[src/rtl/music_pkg.sv]
// Shared state types and constants for the music sequencer and its note divider.
package music_pkg;

  localparam int unsigned DEFAULT_CLK_HZ = 50_000_000;
  localparam int unsigned SILENCE_DIV    = 1;

  typedef enum logic {
    IDLE,
    PLAY
  } seq_state_e;

  typedef enum logic [1:0] {
    CTL_IDLE,
    CTL_LEFT,
    CTL_RIGHT
  } ctl_state_e;

  typedef enum logic {
    DIV_IDLE,
    DIV_RUN
  } div_state_e;

endpackage

[src/rtl/note_divider.sv]
// Sequential restoring divider: NUMERATOR / den_i, one quotient bit per clock,
// MSB first. The start cycle already resolves the top quotient bit.
module note_divider
  import music_pkg::*;
#(
  parameter int unsigned NUM_W     = 26,
  parameter int unsigned DEN_W     = 32,
  parameter int unsigned NUMERATOR = DEFAULT_CLK_HZ
) (
  input  logic             clk,
  input  logic             rst,
  input  logic             start_i,
  input  logic [DEN_W-1:0] den_i,
  output logic             busy_o,
  output logic             done_o,
  output logic [NUM_W-1:0] quo_o
);

  localparam int unsigned      CNT_W = (NUM_W > 2) ? $clog2(NUM_W) : 1;
  localparam logic [NUM_W-1:0] NUM   = NUM_W'(NUMERATOR);

  div_state_e       state_q, state_d;
  logic [DEN_W-1:0] den_q, den_d;
  logic [DEN_W:0]   rem_q, rem_d;
  logic [NUM_W-1:0] quo_q, quo_d;
  logic [CNT_W-1:0] bit_q, bit_d;
  logic             done_q, done_d;

  logic [DEN_W-1:0] stepDen;
  logic [DEN_W:0]   stepRem;
  logic             stepBit;
  logic [DEN_W:0]   shifted;
  logic [DEN_W:0]   trial;
  logic             fits;

  always_ff @(posedge clk) begin
    if (!rst) begin
      state_q <= DIV_IDLE;
      den_q   <= '0;
      rem_q   <= '0;
      quo_q   <= '0;
      bit_q   <= '0;
      done_q  <= 1'b0;
    end else begin
      state_q <= state_d;
      den_q   <= den_d;
      rem_q   <= rem_d;
      quo_q   <= quo_d;
      bit_q   <= bit_d;
      done_q  <= done_d;
    end
  end

  always_comb begin
    state_d = state_q;
    den_d   = den_q;
    rem_d   = rem_q;
    quo_d   = quo_q;
    bit_d   = bit_q;
    done_d  = 1'b0;

    // Remainder stays below the divisor, so its top bit can be dropped before shifting.
    if (state_q == DIV_IDLE) begin
      stepDen = den_i;
      stepRem = '0;
      stepBit = NUM[NUM_W-1];
    end else begin
      stepDen = den_q;
      stepRem = rem_q;
      stepBit = NUM[bit_q];
    end
    shifted = {stepRem[DEN_W-1:0], stepBit};
    fits    = (shifted >= {1'b0, stepDen});
    trial   = fits ? (shifted - {1'b0, stepDen}) : shifted;

    if (state_q == DIV_IDLE) begin
      if (start_i) begin
        den_d   = den_i;
        rem_d   = trial;
        quo_d   = NUM_W'(fits);
        bit_d   = CNT_W'(NUM_W - 2);
        state_d = DIV_RUN;
      end
    end else begin
      rem_d = trial;
      quo_d = {quo_q[NUM_W-2:0], fits};
      if (bit_q == '0) begin
        state_d = DIV_IDLE;
        done_d  = 1'b1;
      end else begin
        bit_d = bit_q - 1'b1;
      end
    end
  end

  assign busy_o = (state_q == DIV_RUN);
  assign done_o = done_q;
  assign quo_o  = quo_q;

endmodule

[src/rtl/music_sequencer.sv]
// Song sequencer: per-slot tempo/length playback FSM plus note-divider control
// that turns the current left/right tones into CLK_HZ/tone divider values.
module music_sequencer
  import music_pkg::*;
#(
  parameter int unsigned N_SONGS = 9,
  parameter int unsigned BEAT_W  = 12,
  parameter int unsigned TEMPO_W = 25,
  parameter int unsigned FREQ_W  = 32,
  parameter int unsigned DIV_W   = 22,
  parameter int unsigned CLK_HZ  = DEFAULT_CLK_HZ
) (
  input  logic                         clk,
  input  logic                         rst,
  input  logic [N_SONGS-1:0]           play_req,
  input  logic [N_SONGS*BEAT_W-1:0]    song_len,
  input  logic [N_SONGS*TEMPO_W-1:0]   tempo,
  input  logic [N_SONGS-1:0]           loop_en,
  input  logic                         pause,
  input  logic [FREQ_W-1:0]            tone_l,
  input  logic [FREQ_W-1:0]            tone_r,
  output logic [BEAT_W-1:0]            beat,
  output logic [$clog2(N_SONGS)-1:0]   song_sel,
  output logic                         active,
  output logic                         song_done,
  output logic [DIV_W-1:0]             note_div_l,
  output logic [DIV_W-1:0]             note_div_r,
  output logic                         div_valid
);

  localparam int unsigned SEL_W = $clog2(N_SONGS);
  localparam int unsigned NUM_W = $clog2(CLK_HZ + 1);
  localparam logic [DIV_W-1:0] SILENCE = DIV_W'(SILENCE_DIV);

  seq_state_e         seqState_q, seqState_d;
  logic [SEL_W-1:0]   songSel_q, songSel_d;
  logic [BEAT_W-1:0]  beat_q, beat_d;
  logic [TEMPO_W-1:0] tempoCnt_q, tempoCnt_d;
  logic               songDone_q, songDone_d;

  logic               reqHit;
  logic [SEL_W-1:0]   reqIdx;
  logic [BEAT_W-1:0]  curLen, lastBeat;
  logic [TEMPO_W-1:0] curTempo, lastCount;
  logic               beatTick;

  ctl_state_e         ctl_q, ctl_d;
  logic [FREQ_W-1:0]  toneL_q, toneR_q;
  logic [FREQ_W-1:0]  opL_q, opL_d, opR_q, opR_d;
  logic [FREQ_W-1:0]  lastL_q, lastL_d, lastR_q, lastR_d;
  logic [DIV_W-1:0]   resL_q, resL_d;
  logic [DIV_W-1:0]   noteL_q, noteL_d, noteR_q, noteR_d;
  logic [FREQ_W-1:0]  effL, effR;
  logic               tonesChanged;

  logic               divStart;
  logic [FREQ_W-1:0]  divDen;
  logic               divBusy;
  logic               divDone;
  logic [NUM_W-1:0]   divQuo;
  logic [DIV_W-1:0]   satQuo;

  function automatic logic [DIV_W-1:0] saturate(input logic [NUM_W-1:0] q);
    logic [NUM_W+DIV_W-1:0] wide;
    wide = {{DIV_W{1'b0}}, q};
    if ((wide >> DIV_W) != '0) return '1;
    return wide[DIV_W-1:0];
  endfunction

  // Lowest-numbered request wins when several slots ask at once.
  always_comb begin
    reqHit = 1'b0;
    reqIdx = '0;
    for (int i = N_SONGS - 1; i >= 0; i--) begin
      if (play_req[i]) begin
        reqHit = 1'b1;
        reqIdx = SEL_W'(i);
      end
    end
  end

  assign curLen    = song_len[songSel_q*BEAT_W +: BEAT_W];
  assign curTempo  = tempo[songSel_q*TEMPO_W +: TEMPO_W];
  assign lastBeat  = (curLen == '0) ? '0 : curLen - 1'b1;
  assign lastCount = (curTempo == '0) ? '0 : curTempo - 1'b1;
  assign beatTick  = (tempoCnt_q >= lastCount);

  always_ff @(posedge clk) begin
    if (!rst) begin
      seqState_q <= IDLE;
      songSel_q  <= '0;
      beat_q     <= '0;
      tempoCnt_q <= '0;
      songDone_q <= 1'b0;
    end else begin
      seqState_q <= seqState_d;
      songSel_q  <= songSel_d;
      beat_q     <= beat_d;
      tempoCnt_q <= tempoCnt_d;
      songDone_q <= songDone_d;
    end
  end

  always_comb begin
    seqState_d = seqState_q;
    songSel_d  = songSel_q;
    beat_d     = beat_q;
    tempoCnt_d = tempoCnt_q;
    songDone_d = 1'b0;

    case (seqState_q)
      IDLE: begin
        if (reqHit) begin
          seqState_d = PLAY;
          songSel_d  = reqIdx;
          beat_d     = '0;
          tempoCnt_d = '0;
        end
      end
      PLAY: begin
        // A request always beats a same-cycle end of song, so no done pulse then.
        if (reqHit) begin
          beat_d     = '0;
          tempoCnt_d = '0;
          if (reqIdx == songSel_q) seqState_d = IDLE;
          else songSel_d = reqIdx;
        end else if (!pause) begin
          if (beatTick) begin
            tempoCnt_d = '0;
            if (beat_q >= lastBeat) begin
              beat_d = '0;
              if (!loop_en[songSel_q]) begin
                seqState_d = IDLE;
                songDone_d = 1'b1;
              end
            end else begin
              beat_d = beat_q + 1'b1;
            end
          end else begin
            tempoCnt_d = tempoCnt_q + 1'b1;
          end
        end
      end
      default: seqState_d = IDLE;
    endcase
  end

  assign beat      = beat_q;
  assign song_sel  = songSel_q;
  assign active    = (seqState_q == PLAY);
  assign song_done = songDone_q;

  // Silence (idle or zero tone) is tracked as tone 0 and never sent to the divider.
  assign effL         = active ? toneL_q : '0;
  assign effR         = active ? toneR_q : '0;
  assign tonesChanged = (effL != lastL_q) || (effR != lastR_q);
  assign satQuo       = saturate(divQuo);

  always_ff @(posedge clk) begin
    if (!rst) begin
      ctl_q   <= CTL_IDLE;
      toneL_q <= '0;
      toneR_q <= '0;
      opL_q   <= '0;
      opR_q   <= '0;
      lastL_q <= '0;
      lastR_q <= '0;
      resL_q  <= SILENCE;
      noteL_q <= SILENCE;
      noteR_q <= SILENCE;
    end else begin
      ctl_q   <= ctl_d;
      toneL_q <= tone_l;
      toneR_q <= tone_r;
      opL_q   <= opL_d;
      opR_q   <= opR_d;
      lastL_q <= lastL_d;
      lastR_q <= lastR_d;
      resL_q  <= resL_d;
      noteL_q <= noteL_d;
      noteR_q <= noteR_d;
    end
  end

  // Results only reach the outputs together, when the right side finishes.
  always_comb begin
    ctl_d    = ctl_q;
    opL_d    = opL_q;
    opR_d    = opR_q;
    lastL_d  = lastL_q;
    lastR_d  = lastR_q;
    resL_d   = resL_q;
    noteL_d  = noteL_q;
    noteR_d  = noteR_q;
    divStart = 1'b0;
    divDen   = '0;

    case (ctl_q)
      CTL_IDLE: begin
        if (tonesChanged && !divBusy) begin
          opL_d = effL;
          opR_d = effR;
          if (effL != '0) begin
            divStart = 1'b1;
            divDen   = effL;
            ctl_d    = CTL_LEFT;
          end else begin
            resL_d = SILENCE;
            if (effR != '0) begin
              divStart = 1'b1;
              divDen   = effR;
              ctl_d    = CTL_RIGHT;
            end else begin
              noteL_d = SILENCE;
              noteR_d = SILENCE;
              lastL_d = effL;
              lastR_d = effR;
            end
          end
        end
      end
      CTL_LEFT: begin
        if (divDone) begin
          resL_d = satQuo;
          if (opR_q != '0) begin
            divStart = 1'b1;
            divDen   = opR_q;
            ctl_d    = CTL_RIGHT;
          end else begin
            noteL_d = satQuo;
            noteR_d = SILENCE;
            lastL_d = opL_q;
            lastR_d = opR_q;
            ctl_d   = CTL_IDLE;
          end
        end
      end
      CTL_RIGHT: begin
        if (divDone) begin
          noteL_d = resL_q;
          noteR_d = satQuo;
          lastL_d = opL_q;
          lastR_d = opR_q;
          ctl_d   = CTL_IDLE;
        end
      end
      default: ctl_d = CTL_IDLE;
    endcase
  end

  note_divider #(
    .NUM_W    (NUM_W),
    .DEN_W    (FREQ_W),
    .NUMERATOR(CLK_HZ)
  ) u_divider (
    .clk    (clk),
    .rst    (rst),
    .start_i(divStart),
    .den_i  (divDen),
    .busy_o (divBusy),
    .done_o (divDone),
    .quo_o  (divQuo)
  );

  assign note_div_l = noteL_q;
  assign note_div_r = noteR_q;
  assign div_valid  = (ctl_q == CTL_IDLE) && !tonesChanged;

endmodule

[config.mk]
export PLATFORM = sky130hd
export DESIGN_NAME = music_sequencer
export DESIGN_NICKNAME = d
export VERILOG_FILES = /design/src/rtl/music_pkg.sv /design/src/rtl/note_divider.sv /design/src/rtl/music_sequencer.sv
export SDC_FILE = /design/constraint.sdc
export NUM_CORES = 1
export LEC_CHECK = 0
export ABC_AREA = 1
export CAP_MARGIN = 10
export CORE_ASPECT_RATIO = 0.6
export CORE_MARGIN = 2
export CORE_UTILIZATION = 45
export DETAILED_ROUTE_END_ITERATION = 7
export GPL_TIMING_DRIVEN = 1
export PLACE_DENSITY = 0.68
export SLEW_MARGIN = 20
export SYNTH_ARGS = -nofsm -noshare
export SYNTH_HDL_FRONTEND = slang
export SYNTH_SLANG_ARGS = --single-unit
[constraint.sdc]
create_clock -name clk -period 6 [get_ports clk]
set_input_delay 0.6 -clock clk [delete_from_list [all_inputs] [get_ports clk]]
set_output_delay 0.6 -clock clk [all_outputs]
set_load 0.03 [all_outputs]
Word level (Yosys, flattened, before mapping)
Memory sizes are Yosys's and may differ from the RTL's. A register that Yosys moved wholly into a read port is not among the register bits.
Cells that the tools add are included.

storage, ports and cells
  register bits after elaboration = 400
  bits in read-only memories = 32
  input bits = 418
  output and inout port bits = 63
  logic and storage cells = 203
  memories = 1

operators by class
  add/subtract/negate cells = 6
  $mul = 2
  $lt $le $gt $ge = 5
  equality and inequality tests = 18
  shift operators = 2
  multiplexer cells = 116
  bitwise logic cells = 5
  reductions and logical operators = 27

memories
  name              depth  width  read ports  clocked after memory_dff  wr ports  line                source
  (name not given)  32     1      1           1                         0         note_divider.sv:70  stepBit = NUM[bit_q];

operator list
  cell                                                count
  2-to-1 mux 32 bit                                   24
  2-to-1 mux 22 bit                                   13
  variable part select 225 x 10 -> 25 bit             1
  one-hot mux 32 bit (3 select lines)                 2
  one-hot mux 22 bit (3 select lines)                 2
  2-to-1 mux 25 bit                                   5
  variable part select 108 x 9 -> 12 bit              1
  nonzero test 32 bit                                 3
  2-to-1 mux 12 bit                                   6
  != test 32 bit                                      2
  one-hot mux 32 bit (2 select lines)                 1
  2-to-1 mux 26 bit                                   2
  one-hot mux 25 bit (2 select lines)                 1
  2-to-1 mux 4 bit                                    12
  nonzero test 48 bit                                 1
  one-hot mux 22 bit (2 select lines)                 1
  greater-or-equal comparator 33 x 32 -> 1 bit        1
  subtractor 32 bit                                   1
  2-to-1 mux 1 bit                                    30
  adder 25 x 1 -> 25 bit, second input constant       1
  greater-or-equal comparator 25 bit                  1
  zero test 25 bit                                    1
  2-to-1 mux 5 bit                                    5
  subtractor 25 x 1 -> 25 bit, second input constant  1
  other kinds (36)                                    63

Depth between registers and ports, before layout
Gate-level depths: netlist of the first run.

  depth in word-level cells = 13
  gate-level depth with buffers = 35
  mapped depth without buffers = 32

By module
From an unflattened synthesis of the first run, not the netlist that was laid out.

second synthesis, totals
  cell total of the unflattened synthesis = 4493
  area, all modules = 26584.2 um^2

by module, submodules not included
  module           instances  cells each  area an instance (um^2)  seq. area each (um^2)
  music_sequencer  1          3341        19660.1                  6065.8
  note_divider     1          1152        6924.1                   1961.9

Worst setup path after synthesis of the first run
Ideal clock, no wire load.

  path kind = reg-to-reg
  from = reg songSel_q[0] (netlist: song_sel[0])
  to = reg beat_q[3] (netlist: beat[3])
  setup time = 141 ps
  arrival = 4327 ps
  required time = 5859 ps
  path slack = 1531 ps
  stages on the path, launching flop included = 28
  buffers on the path = 5
  period minus slack after synthesis = 4469 ps
  path through = dfxtp_1 buf_2 buf_2 buf_2 o21ai_0 o221ai_1 o211ai_1 o21ai_0 inv_1 ha_1 nand2_1 nor2_2 nand3_1 nor2_2 inv_1 buf_2 nand3_1 ha_1 inv_1 nor3_1 nand2_1 nor4b_1 nand2_1 nand4_1 nand2_1 nand2_1 clkbuf_1 a22oi_1

between the ends
  word-level cells in the longest chain between the ends = 10
  elaborated cells on any way between the ends = 19
  classes of those cells = add/sub: 2; mul: 2; order compare: 2; eq/ne: 1; shift: 2; mux: 7; reduce/logical: 3

RTL lines
  item                                                                  line                   source
  start: declaration                                                    music_sequencer.sv:36  logic [SEL_W-1:0] songSel_q, songSel_d;
  start signal: assignment                                              music_sequencer.sv:97  songSel_q <= songSel_d;
  branches (longest 10 deep; another with subtractor 25 x 1 -> 25 bit)  -
  end signal: assignment                                                music_sequencer.sv:98  beat_q <= beat_d;
  end: declaration                                                      music_sequencer.sv:37  logic [BEAT_W-1:0] beat_q, beat_d;

Parallel ways; which one is timed is not known. The select of a mux whose other input is x is not followed.
A chain may end at the register's enable or synchronous reset.

Worst setup path in the final report of the first run
  from = reg seqState_q (netlist: active)
  to = reg u_divider.rem_q[9]

between the ends
  word-level cells in the longest chain between the ends = 11
  elaborated cells on any way between the ends = 23
  classes of those cells = add/sub: 1; order compare: 1; eq/ne: 2; mux: 14; reduce/logical: 5

RTL lines
  item                                                                                      line                                            source
  start: declaration                                                                        music_sequencer.sv:35                           seq_state_e seqState_q, seqState_d;
  start signal: assignment                                                                  music_sequencer.sv:96                           seqState_q <= seqState_d;
  2-to-1 mux 32 bit (on tied branches)                                                      music_sequencer.sv:155, music_sequencer.sv:154
  nonzero test 32 bit / != test 32 bit (equally long branches)                              music_sequencer.sv:209, music_sequencer.sv:156
  2-to-1 mux 32 bit / logical OR 1 bit (equally long branches)                              music_sequencer.sv:209, music_sequencer.sv:156
  2-to-1 mux 32 bit / logical AND 1 bit (equally long branches)                             music_sequencer.sv:203, music_sequencer.sv:200
  2-to-1 mux 32 bit                                                                         music_sequencer.sv:200                          if (tonesChanged && !divBusy) begin
  one-hot mux 32 bit (2 select lines)                                                       music_sequencer.sv:198                          case (ctl_q)
  2-to-1 mux 32 bit                                                                         note_divider.sv:63                              if (state_q == DIV_IDLE) begin
  subtractor 32 bit / greater-or-equal comparator 33 x 32 -> 1 bit (equally long branches)  note_divider.sv:74, note_divider.sv:73
  2-to-1 mux 32 bit                                                                         note_divider.sv:74                              trial = fits ? (shifted - {1'b0, stepDen}) : shifted;
  2-to-1 mux 32 bit                                                                         note_divider.sv:77                              if (start_i) begin
  2-to-1 mux 32 bit                                                                         note_divider.sv:76                              if (state_q == DIV_IDLE) begin
  end signal: assignment                                                                    note_divider.sv:47                              rem_q <= rem_d;
  end: declaration                                                                          note_divider.sv:24                              logic [DEN_W:0] rem_q, rem_d;

Several ways; a longest one is shown, not always the timed one. The select of a mux whose other input is x is not followed.

==> qor.csv, run 1 <==
stage,metric,value,unit
run_status,status,completed,
worst_setup_path,cp_common_cell,nand2_1,
sta,maxSlewHeadroom,27.9,%
worst_setup_path,end_kind,register,
cts,h-tree-depth,2,
floorplan,core_area,0.0556,mm²
synth,ys_ff_latch,401,
sta,final_hold_viol_count,0,
worst_setup_path,r2r-start,active,
sta,period_share,93.9,%
floorplan,die_h,187,µm
power_and_ir_drop,power_frac_clock,18.8,%
worst_setup_path,worstRegToRegCells,30,
run,maxCapViolCount,0,
worst_hold_path,min_to,note_div_l[12],
sta,finClkSkew,34.6,ps
sta,max_freq,177,MHz
layout,area_growth,26.8,%
global_route,overflow,0,
worst_setup_path,slowest_delay,570,ps
synth,synth_edf_count,0,
cts,cts_sinks,401,
cts,cts-buffers-inserted,37,
detailed_routing,via_per_inst,5.43,
floorplan,die_x,309,µm
worst_setup_path,cp_slowest_cell,dfxtp_4,
cts,clk_root_buffer_cell,clkbuf_16,
sta,setup-tns-final,0,ps
worst_setup_path,path_max_fanout,42,
power_and_ir_drop,power_frac_comb,54.1,%
worst_setup_path,path_class,reg2reg,
synth,syn-instance-count,3879,
worst_setup_path,start_kind,register,
placed_design,hpwl,69.4,mm
power_and_ir_drop,p_int,7100,µW
synth,synth_top_cell_area_share,31.9,%
global_route,grt_pass1_wl,140,mm
synth,synth_ff_type,dfxtp_1,
detailed_routing,routed_wl,92.8,mm
synth,synth_area,0.0252,mm²
cts,cts.path.max_buffers,3,
sta,drv_slew,0,
layout,nNetsFinal,4737,
cts,clk_pin_slew,70,ps
sta,rsz0062_at_grt,false,
floorplan,start_util,45.3,%
worst_hold_path,hold_path.startpoint,note_div_l[12],
worst_setup_path,r2r_setup_slack,370,ps
synth,synthArstFlopShare,0,%
layout,drive_gt1_share,5.72,%
power_and_ir_drop,power.leakage,0.0136,µW
layout,num_antenna_cells,0,
synth,yosys_warnings,0,
worst_setup_path,r2r_end,u_divider.rem_q[9],
power_and_ir_drop,switchingPower,6200,µW
floorplan,ios,481,
power_and_ir_drop,powerDensity,417,mW/mm²
sta,setup_violations,0,
power_and_ir_drop,p_seq_share,27.0,%
detailed_routing,drtAntennaViolNets,0,
detailed_routing,wire_per_inst,18.5,µm
global_route,antenna_found_initial,6,
global_route,grt_pass1_vias,23900,
power_and_ir_drop,max-vdd-ir-drop,0.322,mV
placed_design,io_buffers,480,
detailed_routing,drtPass1Iterations,6,
global_route,grt_usage,30.7,%
synth,synth_cell_types,54,
synth,ys_seq_area_share,31.9,%
worst_setup_path,cp.arrival,6060,ps
sta,tightest_slew,1080,ps
worst_hold_path,hold_path_class,reg2reg,
synth,synth_nets,4376,
global_route,grt_max_degree,132,
power_and_ir_drop,total_power,13300,µW
placed_design,place.gp.congestion,1.03,
cts,insertion_delay,570,ps
floorplan,dieArea,0.0579,mm²
worst_setup_path,worst-endpoint-required,6430,ps
detailed_routing,vias,27300,
synth,avgSynthCellArea,6.49,µm²
detailed_routing,dr.first_iter.drc_count,3197,
sta,finalCriticalPeriod,5630,ps
synth,synth_area_leaders,"dfxtp_1 (32%), nand2_1 (12%), o21ai_0 (11%), nor2_1 (6.6%), inv_1 (6.3%)",
detailed_routing,drc_errors,0,
cts,postCtsHoldBufs,0,
worst_hold_path,hold_depth,2,
synth,yosysTopAreaCell,dfxtp_1,
cts,cts_tree,done,
floorplan,rows,67,
power_and_ir_drop,switching_share,46.6,%
timing repair:
item	4_1_cts	5_1_grt
endpoints found under the setup margin	0	51
buffers inserted	0	7
endpoints found under the hold margin	0	0
gates resized for setup	0	6
placed cells by master, fill, tap and decap left out, drive strengths merged, types with 11 or more instances in the layout:
| cell | count |
|---|---|
| nand2 | 836 |
| o21ai | 553 |
| clkdlybuf4s50 | 479 |
| nor2 | 447 |
| inv | 425 |
| dfxtp | 401 |
| a21oi | 255 |
| nand3 | 178 |
| a211oi | 80 |
| ha | 78 |
| buf | 76 |
| o22ai | 49 |
| clkbuf | 48 |
| o211ai | 43 |
| nor3 | 43 |
| o221ai | 36 |
| or2 | 34 |
| xor2 | 33 |
| o21a | 30 |
| nand4 | 25 |
| xnor2 | 22 |
| a31oi | 18 |
| nor4 | 11 |
how the worst max path moves through the flow:
stage | start | end
final | active | u_divider.rem_q[9]
after global routing | active | u_divider.rem_q[1]
after CTS | song_sel[0] | tempoCnt_q[14]
after detailed placement | tempo[101] | tempoCnt_q[14]
after global placement | tempo[101] | tempoCnt_q[5]
after floorplan | song_sel[0] | beat[3]
power groups by stage:
stage	Combinational [µW]	Sequential (µW)	Clock [µW]
floorplan	4940	3650	0
global placement	6910	3640	0
detailed placement	6960	3640	0
CTS	7000	3590	2540
global route	8010	3660	2640
finish	7200	3600	2510
cells in the mapped netlist, types with 12 or more instances:
library cell  instances
a211oi_1             16
a211oi_2             64
a21oi_1             254
a31oi_1              18
buf_1                17
buf_2                62
buf_6                12
clkbuf_1            142
dfxtp_1             401
ha_1                 78
inv_1               422
nand2_1             832
nand3_1             177
nand4_1              24
nor2_1              442
nor3_1               41
o211ai_1             43
o21a_1               30
o21ai_0             547
o221ai_1             36
o22ai_1              49
or2_0                21
or2_2                12
xnor2_1              22
xor2_1               33
per-stage QoR:
| step | utilization (%) | cells | setup WS, ps | instance area, µm² | hold WS [ps] |
|---|---|---|---|---|---|
| 2_1_floorplan | - | 3879 | 1530 | 25200 | 433 |
| 3_3_place_gp | 55.0 | 4951 | 316 | 30500 | 434 |
| 3_5_place_dp | 55.0 | 4951 | 244 | 30500 | 437 |
| 4_1_cts | 57.2 | 5014 | 317 | 31800 | 447 |
| 5_1_grt | 57.4 | 5023 | 30.0 | 31900 | 466 |
| 6_report | 57.4 | 5023 | 365 | 31900 | 444 |
sequential cells by signal, summed over array words and instances, names as in the netlist, 4 cells and up, named ones only:
name	cells
note_div_l	22
u_divider.quo_o	26
lastR_q	32
lastL_q	32
tempoCnt_q	25
toneR_q	32
toneL_q	32
u_divider.bit_q	5
beat	12
opL_q	32
resL_q	22
opR_q	32
note_div_r	22
u_divider.den_q	32
u_divider.rem_q	32
song_sel	4
kinds of logic after synthesis:
| group | Yosys count | synth area share, % |
|---|---|---|
| xor gates and xnor gates | 55 | 1.91 |
| adders and majority gates | 79 | 3.96 |
| buffers and inverters | 659 | 10.5 |
| and+or+nand+nor | 1593 | 26.0 |
| AOI/OAI and AO/OA | 1092 | 25.7 |
| DFF | 401 | 31.9 |
cell type report:
class / count / area [µm²]
Clock inverter: 15 / 204
Sequential cell: 401 / 8040
Clock buffer: 48 / 1060
Timing Repair inverter: 1 / 7.51
Fill cell: 5367 / 23700
Multi-Input combinational cell: 2819 / 14500
Tap cell: 759 / 950
Timing Repair Buffer: 555 / 5530
Inverter: 425 / 1610
worst max-delay path: cells and delay by family, from the launching register on:
kind,cells,cell delay [ps]
flip-flops,1,570
buffers and inverters,5,1310
adder cells (fa/ha/maj),1,290
AO/OA/AOI/OAI,7,1220
AND/OR/NAND/NOR,17,2060
layer usage:
metal  share of wire, %  vias up  wire [µm]  track usage (%)
met4                1.8        6       1650             5.75
met5               0.25        -        236             2.57
met1                 50    12400      46300             49.1
met3                 12      124      11500             10.7
met2                 36     1140      33100             37.9
li1                   -    13600          -                -
(Power assumes the default switching activity.)
==> inputs of run 2 (changes only) <==
- CORE_MARGIN: 2 -> 4
- CORE_UTILIZATION: 45 -> 35
- PLACE_DENSITY: 0.68 -> 0.55
==> qor.csv, run 2 (synthesis gave the netlist of run 1 again) <==
stage,metric,value,unit
cts,postCtsHoldBufs,0,
floorplan,core_area,0.0706,mm²
layout,fill_cells,7362,
power_and_ir_drop,powerDensity,421,mW/mm²
sta,final_hold_viol_count,0,
sta,tightest_slew,1050,ps
cts,clk_pin_slew,70,ps
floorplan,start_util,35.7,%
worst_setup_path,end_kind,register,
sta,drv_slew,0,
layout,area_growth,28.1,%
layout,final_cell_mix,"nand2_1 (831), o21ai_0 (544), clkdlybuf4s50_1 (479)",
floorplan,ios,481,
cts,cts-buffers-inserted,39,
layout,regArea,0.00804,mm²
layout,final_common_cell,nand2_1,
cts,cts.path.max_buffers,3,
layout,multiInputGateArea,0.0145,mm²
layout,nNetsFinal,4752,
worst_setup_path,start_kind,register,
global_route,antenna_found_initial,2,
sta,rsz0062_at_grt,false,
sta,finalCriticalPeriod,5510,ps
placed_design,io_buffers,480,
detailed_routing,drtPass1Iterations,8,
global_route,overflow,0,
detailed_routing,dr.first_iter.drc_count,2459,
global_route,grt_max_degree,156,
cts,clk_root_buffer_cell,clkbuf_16,
power_and_ir_drop,power.leakage,0.0137,µW
sta,maxSlewHeadroom,30.2,%
cts,cts_sinks,401,
power_and_ir_drop,max-vdd-ir-drop,0.302,mV
detailed_routing,drc_errors,0,
global_route,grt_usage,25.3,%
worst_setup_path,worstRegToRegCells,24,
global_route,grt_pass1_vias,24300,
sta,period_share,91.9,%
sta,max_freq,181,MHz
layout,drive_gt1_share,5.93,%
worst_hold_path,hold_path.startpoint,note_div_l[15],
sta,setup_violations,0,
detailed_routing,vias,26900,
worst_hold_path,min_to,note_div_l[15],
run,maxCapViolCount,0,
detailed_routing,wire_per_inst,19.4,µm
worst_setup_path,path_class,reg2reg,
floorplan,die_h,216,µm
floorplan,die_x,354,µm
worst_setup_path,worst-endpoint-required,6440,ps
placed_design,dp_cells,5175,
floorplan,dieArea,0.0764,mm²
cts,h-tree-depth,2,
layout,fin_cells,5244,
worst_setup_path,r2r_end,tempoCnt_q[22],
placed_design,hpwl,77.5,mm
worst_setup_path,path_max_fanout,155,
detailed_routing,drtAntennaViolNets,0,
worst_hold_path,hold_path_class,reg2reg,
worst_hold_path,hold_depth,2,
global_route,grt_pass1_wl,152,mm
detailed_routing,via_per_inst,5.14,
worst_setup_path,r2r_setup_slack,490,ps
worst_setup_path,cp.arrival,5950,ps
cts,insertion_delay,560,ps
floorplan,rows,75,
sta,setup-tns-final,0,ps
placed_design,place.gp.congestion,1.03,
cts,cts_tree,done,
run_status,status,completed,
worst_setup_path,r2r-start,song_sel[0],
detailed_routing,routed_wl,102,mm
sta,finClkSkew,28.7,ps
-- run 2: cell count changes in the layout (fill, tap and decap cells not counted), moves of 2 or more --
cell | before | now
o21ai_0 | 547 | 544
clkbuf_8 | 9 | 7
clkbuf_1 | 2 | 7
o21ai_1 | 6 | 9
clkbuf_16 | 37 | 39
nor2_4 | 2 | 0
buf_4 | 62 | 78
-- run 2: final cells by class --
type,instances,share of cell area (%)
antenna,1,0.00776
clock buffer,53,3.41
clock inverter,14,0.512
inverter,425,4.97
multi-input combinational,2819,45.0
sequential,401,24.9
tap,962,3.73
timing repair buffer,569,17.4
-- run 2: worst max-delay path by stage --
stage	startpoint	end	slack, ps	cells past startpoint
6_report	song_sel[0]	tempoCnt_q[22]	490	24
5_1_grt	song_sel[0]	tempoCnt_q[5]	5	26
4_1_cts	song_sel[0]	tempoCnt_q[22]	430	22
3_5_place_dp	tempo[128]	tempoCnt_q[22]	380	22
3_3_place_gp	tempo[128]	tempoCnt_q[22]	350	22
2_1_floorplan	song_sel[0]	beat[3]	1530	27
-- run 2: what timing repair did --
item / in CTS / in global routing
setup buffers: 0 / 1
gates resized for setup: 0 / 4
endpoints found under the setup margin: 0 / 38
-- run 2: critical path, cell delays in order, from the launching register on --
cell and delay, ps:
dfxtp_4 360, buf_12 360, nor2_1 110, nor2_1 280, o21ai_0 150, o211ai_1 130
nand3_1 110, o21ai_1 360, nor2_1 110, nand2_1 120, nor2_2 80, nand3_1 130
nor2_2 50, inv_1 240, buf_4 240, nand3_1 120, ha_1 330, nand4_1 110
nor4_1 450, nand4_1 230, nand4_1 200, nand2_1 80, nand2_1 370, inv_2 180
and3_1 180
-- run 2: report_power, final --
part | leakage, µW | total, µW | internal [µW] | switching (µW)
logic | 0.00978 | 7420 | 2590 | 4830
registers | 0.00328 | 3610 | 3260 | 346
clock network | 0.000619 | 2550 | 1420 | 1130
-- run 2: layer usage --
| layer | up-vias | GRT usage (%) | routed length, µm |
|---|---|---|---|
| li1 | 13600 | - | - |
| met1 | 12400 | 40.2 | 51900 |
| met2 | 812 | 32.3 | 37400 |
| met3 | 101 | 9.01 | 10800 |
| met4 | 0 | 3.64 | 1540 |
| met5 | - | 0 | 0 |
-- run 2: stage by stage --
step | hold WS (ps) | instance area [µm²] | total power, µW | util [%] | worst slack [ps]
2_1_floorplan | 433 | 25200 | 8580 | - | 1530
3_3_place_gp | 434 | 31000 | 10900 | 43.9 | 350
3_5_place_dp | 439 | 31000 | 10900 | 43.9 | 384
4_1_cts | 449 | 32200 | 13500 | 45.7 | 425
5_1_grt | 463 | 32200 | 14700 | 45.7 | 4.56
6_report | 445 | 32200 | 13600 | 45.7 | 488
